[config.mk]
export PLATFORM = sky130hd
export DESIGN_NAME = clk_en_gen
export DESIGN_NICKNAME = d
export VERILOG_FILES = /design/src/rtl/clk_en_pkg.sv /design/src/rtl/clk_en_channel.sv /design/src/rtl/clk_en_gen.sv
export SDC_FILE = /design/constraint.sdc
export NUM_CORES = 1
export LEC_CHECK = 0
export BUFFER_PORTS_ARGS = -buffer_cell sky130_fd_sc_hd__buf_2
export CORE_MARGIN = 4
export CORE_UTILIZATION = 55
export DETAILED_ROUTE_END_ITERATION = 10
export MAX_ROUTING_LAYER = met4
export PLACE_DENSITY = 0.71
export SLEW_MARGIN = 5
export SYNTH_ARGS = -nofsm -noshare
export SYNTH_HDL_FRONTEND = slang
export SYNTH_HIERARCHICAL = 1
export SYNTH_SLANG_ARGS = --single-unit
[constraint.sdc]
create_clock -name clkin -period 4.1 [get_ports clkin]
set_clock_uncertainty 0.15 [all_clocks]
set_input_delay 0.205 -clock clkin [delete_from_list [all_inputs] [get_ports clkin]]
set_output_delay 0.205 -clock clkin [all_outputs]
set_load 0.03 [all_outputs]
[src/rtl/clk_en_pkg.sv]
// Shared types and sizing helpers for the fractional clock-enable generator.
package clk_en_pkg;

  typedef enum logic [1:0] {
    WAIT_LOCK,
    COUNT,
    RUN
  } state_e;

  function automatic int unsigned ch_w(input int unsigned n);
    return (n > 1) ? $clog2(n) : 1;
  endfunction

  function automatic int unsigned cnt_w(input int unsigned n);
    return (n > 2) ? $clog2(n) : 1;
  endfunction

endpackage

[src/rtl/clk_en_channel.sv]
// One DDS channel: phase accumulator with carry strobe and a staged increment
// that is swapped in only on a carry so the output period never glitches.
module clk_en_channel #(
  parameter int unsigned      ACC_W   = 32,
  parameter logic [ACC_W-1:0] INC_RST = '0
) (
  input  logic             clk_i,
  input  logic             rst_ni,
  input  logic             run_i,
  input  logic             sync_i,
  input  logic             we_i,
  input  logic [ACC_W-1:0] wdata_i,
  output logic             ce_o,
  output logic             phase_o,
  output logic             pend_o
);

  logic [ACC_W-1:0] acc_q, acc_d;
  logic [ACC_W-1:0] inc_q, inc_d;
  logic [ACC_W-1:0] stage_q, stage_d;
  logic             pend_q, pend_d;
  logic             ce_q, ce_d;
  logic [ACC_W:0]   sum;
  logic             carry;
  logic             load;

  always_comb begin
    sum     = {1'b0, acc_q} + {1'b0, inc_q};
    carry   = run_i & ~sync_i & sum[ACC_W];
    load    = pend_q & (sync_i | carry | (inc_q == '0) | ~run_i);
    inc_d   = inc_q;
    stage_d = stage_q;
    pend_d  = pend_q;
    // A write coinciding with sync bypasses the stage so the cleared phase
    // starts with the new increment; otherwise the old stage loads first.
    if (sync_i && we_i) begin
      inc_d  = wdata_i;
      pend_d = 1'b0;
    end else begin
      if (load) begin
        inc_d  = stage_q;
        pend_d = 1'b0;
      end
      if (we_i) begin
        stage_d = wdata_i;
        pend_d  = 1'b1;
      end
    end
    if (!run_i || sync_i) begin
      acc_d = '0;
      ce_d  = 1'b0;
    end else begin
      acc_d = sum[ACC_W-1:0];
      ce_d  = carry;
    end
  end

  always_ff @(posedge clk_i or negedge rst_ni) begin
    if (!rst_ni) begin
      acc_q   <= '0;
      inc_q   <= INC_RST;
      stage_q <= '0;
      pend_q  <= 1'b0;
      ce_q    <= 1'b0;
    end else begin
      acc_q   <= acc_d;
      inc_q   <= inc_d;
      stage_q <= stage_d;
      pend_q  <= pend_d;
      ce_q    <= ce_d;
    end
  end

  assign ce_o    = ce_q;
  assign phase_o = acc_q[ACC_W-1];
  assign pend_o  = pend_q;

endmodule

[src/rtl/clk_en_gen.sv]
// N-channel fractional clock-enable generator gated on a qualified PLL lock,
// with a synchronised active-low downstream reset.
module clk_en_gen
  import clk_en_pkg::*;
#(
  parameter int unsigned                CHANNELS    = 4,
  parameter int unsigned                ACC_W       = 32,
  parameter int unsigned                LOCK_CYCLES = 1024,
  parameter logic [CHANNELS*ACC_W-1:0]  INC_INIT    = {CHANNELS{32'h2000_0000}},
  localparam int unsigned               CH_W        = ch_w(CHANNELS)
) (
  input  logic                clkin,
  input  logic                rst,
  input  logic                pll_locked,
  input  logic                sync,
  input  logic                cfg_we,
  input  logic [CH_W-1:0]     cfg_ch,
  input  logic [ACC_W-1:0]    cfg_inc,
  output logic [CHANNELS-1:0] cfg_pend,
  output logic [CHANNELS-1:0] ce,
  output logic [CHANNELS-1:0] phase,
  output logic                ready,
  output logic                rst_out
);

  localparam int unsigned     CNT_W    = cnt_w(LOCK_CYCLES);
  localparam logic [CNT_W-1:0] CNT_LAST = CNT_W'(LOCK_CYCLES - 1);

  state_e           state_q, state_d;
  logic [CNT_W-1:0] cnt_q, cnt_d;
  logic             lk_s1_q, lk_s2_q;
  logic             ready_q, ready_d;
  logic             lk;

  assign lk = lk_s2_q;

  always_comb begin
    state_d = state_q;
    cnt_d   = cnt_q;
    unique case (state_q)
      WAIT_LOCK: begin
        if (lk) begin
          state_d = COUNT;
          cnt_d   = CNT_W'(1);
        end
      end
      COUNT: begin
        if (!lk) begin
          state_d = WAIT_LOCK;
          cnt_d   = '0;
        end else if (cnt_q == CNT_LAST) begin
          state_d = RUN;
        end else begin
          cnt_d = cnt_q + CNT_W'(1);
        end
      end
      RUN: begin
        if (!lk) begin
          state_d = WAIT_LOCK;
          cnt_d   = '0;
        end
      end
      default: begin
        state_d = WAIT_LOCK;
        cnt_d   = '0;
      end
    endcase
    // Channels follow the next state so their outputs switch together with ready.
    ready_d = (state_d == RUN);
  end

  always_ff @(posedge clkin or negedge rst) begin
    if (!rst) begin
      lk_s1_q <= 1'b0;
      lk_s2_q <= 1'b0;
      state_q <= WAIT_LOCK;
      cnt_q   <= '0;
      ready_q <= 1'b0;
    end else begin
      lk_s1_q <= pll_locked;
      lk_s2_q <= lk_s1_q;
      state_q <= state_d;
      cnt_q   <= cnt_d;
      ready_q <= ready_d;
    end
  end

  assign ready   = ready_q;
  assign rst_out = ready_q;

  for (genvar i = 0; i < CHANNELS; i++) begin : g_ch
    clk_en_channel #(
      .ACC_W   (ACC_W),
      .INC_RST (INC_INIT[i*ACC_W +: ACC_W])
    ) u_ch (
      .clk_i   (clkin),
      .rst_ni  (rst),
      .run_i   (ready_d),
      .sync_i  (sync),
      .we_i    (cfg_we && (cfg_ch == CH_W'(i))),
      .wdata_i (cfg_inc),
      .ce_o    (ce[i]),
      .phase_o (phase[i]),
      .pend_o  (cfg_pend[i])
    );
  end

endmodule

==> flow_summary.toml <==
[worst_hold_path]
whs_endpoint = "g_ch[1].u_ch/pend_o$_DFFE_PN0P_"
hold_class = "in2reg"
min_path_cells = 4
hold_start = "cfg_ch[1]"

[place]
post-place-ws_ns = 0.269
place_area_um2 = 24900
hpwl_um = 40700
portBuffers = 52
gp_congestion = 0.930

[timing]
relSlewSlack_pct = 25.7
post-route-period-util_pct = 94.2
setup_tns_ns = 0
drv_slew = 0
setup_ws_ns = 0.237
hold_violations = 0
worst_pin_slew_ns = 1.11
setup_violations = 0
whs_ns = 0.0359
rsz0062_at_grt = "false"
fin_crit_ns = 3.86
clock.fmax_ghz = 0.259

[detailed_routing]
m1WireLength_um = 27600
avgRoutedWirePerCell_um = 20.3
highest_layer = "met4"
met3WireLength_um = 2720
drtIter0Drc = 1529
drc_errors = 0
firstDrtPassIters = 5
postRouteWirelength_um = 58900
wl_met2_um = 26900
ant_nets = 0
via_per_inst = 6.16
vias = 17900

[floorplanning]
row_count = 76
dieArea_um2 = 47700
start_util_pct = 56.0
pin_count = 53
core_area_um2 = 43500
dieHeight_um = 218
die_w_um = 218

[synth]
synth_area_leaders = "dfrtp_1, mux2_2, ha_1, a2bb2oi_2, mux2_4"
yosys-top-cells-count = "dfrtp_1, mux2_2, nor2_1"
yosysTopAreaCell = "dfrtp_1"
yosysMostFrequentCell = "dfrtp_1"
synth_edf_count = 0
synth_top_area_share_pct = 41.4
yosys_warnings = 6
syn_area_um2 = 24300
syn_inst = 2238
synth-seq-cells = 407
synthArstFlopShare_pct = 100
synth.net_count = 2410
synth_ff_type = "dfrtp_1"
synth_area_per_cell_um2 = 10.9
synth_cell_type_count = 91
seq_area_frac_synth_pct = 41.9

[layout]
syn2layout_area_growth_pct = 10.4
drive_gt1_share_pct = 23.0
finish.utilization_pct = 61.8
layout.nets = 2450
diodes = 0
fin_area_um2 = 26900

[critical_path]
max_stage_delay_ns = 0.90
critPathSlowestCell = "a21oi_4"
path_depth = 11
worstPathRequired_ns = 4.42
worstRegToRegCells = 11
critPathBufInv = 2
cp-start-kind = "flop"
cp_max_fo = 25
worst_path_dominant_cell_family = "compound AO/OA/AOI/OAI gates"
end_kind = "flop"
cp_cell_sequence = "ha_1 -> inv_1 -> fa_1 -> nor2b_1 -> o31a_2 -> o21ai_2 -> o221ai_4 -> nand4_4 -> a21oi_4 -> buf_4 -> mux2_2"
path_class = "reg2reg"
reg2reg_to = "g_ch[1].u_ch/inc_q[0]$_DFFE_PN0P_"
ff2ff_setup_slack_ns = 0.24
cp.arrival_ns = 4.18
reg2reg_from = "g_ch[1].u_ch/inc_q[0]$_DFFE_PN0P_"

[power_and_ir_drop]
irDropWorstVdd_v = 0.000256
leakage_nw = 12.2
powerDensity_nw_per_um2 = 476

[cts]
clk_pin_slew_ns = 0.06
numCtsBuffers = 45
cts_resized = 0
cts_tree = "done"
clockBufferDepth = 3
post_cts_buffers = 0
clock_insertion_delay_worst_skew_ns = 0.58
htreeDepth = 2
cts_root_buf = "clkbuf_16"
cts_hold_buf = 35
cts.sinks = 407

[global_routing]
overflow = 0
grt_max_degree = 128
grt_pass1_wl_um = 95900
antenna_found_initial = 0
first_global_vias = 17700
grt_util_all_layers_pct = 25.4

[run]
maxCapViolCount = 0

[status]
status = "finished, final reports clean"
==> final cells by class <==
| type | count | area [µm²] |
|---|---|---|
| Clock buffer | 61 | 1290 |
| Clock inverter | 23 | 304 |
| Fill cell | 3442 | 16600 |
| Inverter | 37 | 139 |
| Multi-Input combinational cell | 1668 | 13300 |
| Sequential cell | 407 | 10200 |
| Tap cell | 585 | 732 |
| Timing Repair Buffer | 119 | 923 |
==> per-layer routing <==
metal / vias up / GRT usage, %
met5: - / -
met1: 8869 / 35.1
li1: 8456 / -
met3: 92 / 3.93
met2: 460 / 39.2
met4: 0 / 7.31
==> cells by family (layout without fill, tap and decap cells) <==
group,count (synthesis),count (layout),synth area share (%)
flops,407,407,41.9
mux,267,267,13.2
compound gates,594,594,18.9
buf+inv,163,240,3.53
simple gates,594,594,12.7
fa+ha+maj,133,133,6.96
xor+xnor,80,80,2.88
==> how the worst max path moves through the flow <==
stage	startpoint	to	slack, ns
finish	g_ch[1].u_ch/inc_q[0]$_DFFE_PN0P_	g_ch[1].u_ch/inc_q[0]$_DFFE_PN0P_	0.24
global route	g_ch[1].u_ch/inc_q[0]$_DFFE_PN0P_	g_ch[1].u_ch/inc_q[0]$_DFFE_PN0P_	0.05
CTS	g_ch[1].u_ch/inc_q[0]$_DFFE_PN0P_	g_ch[1].u_ch/inc_q[0]$_DFFE_PN0P_	0.22
detailed placement	g_ch[1].u_ch/inc_q[0]$_DFFE_PN0P_	g_ch[1].u_ch/inc_q[0]$_DFFE_PN0P_	0.27
global placement	g_ch[1].u_ch/inc_q[0]$_DFFE_PN0P_	g_ch[1].u_ch/inc_q[0]$_DFFE_PN0P_	0.33
floorplan	cnt_q[0]$_DFFE_PN0P_	g_ch[0].u_ch/inc_q[10]$_DFFE_PN0P_	0.92
==> report_power, final <==
part / total [mW] / switching [mW] / leakage [nW] / internal, mW
sequential: 5.36 / 0.657 / 5.13 / 4.70
combinational: 3.08 / 1.55 / 6.30 / 1.53
clock: 4.34 / 1.74 / 0.767 / 2.60
==> worst register-to-register path: stages (launching register included) <==
cell	delay, ns
dfrtp_1	0.37
ha_1	0.18
inv_1	0.06
fa_1	0.38
nor2b_1	0.21
o31a_2	0.21
o21ai_2	0.11
o221ai_4	0.28
nand4_4	0.18
a21oi_4	0.90
buf_4	0.36
mux2_2	0.35
==> metrics by stage <==
| step | instances | power, mW |
|---|---|---|
| final | 2900 | 12.8 |
| after global routing | 2900 | 13.4 |
| after CTS | 2900 | 12.8 |
| after detailed placement | 2781 | 8.40 |
| after global placement | 2781 | 8.28 |
| after floorplan | 2238 | 7.66 |
==> sequential cells by signal, summed over array words and instances (netlist names) <==
register           flops
cnt_q                 10
lk                     1
lk_s1_q                1
g_ch.u_ch/pend_o       4
g_ch.u_ch/acc_q      128
g_ch.u_ch/stage_q    128
ready                  1
g_ch.u_ch/inc_q      128
g_ch.u_ch/ce_o         4
state_q                2
==> cells in the final DEF, fill, tap and decap left out, drive strengths merged, types with 16 or more instances in the layout <==
cell and n:
dfrtp 403, mux2 254, nor2 151, nand2 133, a21oi 131, ha 129, o21ai 88, buf 84
o22ai 67, a2bb2oi 62, clkbuf 61, a21o 57, nand3 53, nor3 47, xnor2 46, inv 41
nand4 41, nor4 36, dlygate4sd3 35, a31oi 34, xor2 34, nand2b 31, o21a 22, a211oi 18
and2 17, o21bai 16
Note: power is estimated with default switching activity, not from simulation.
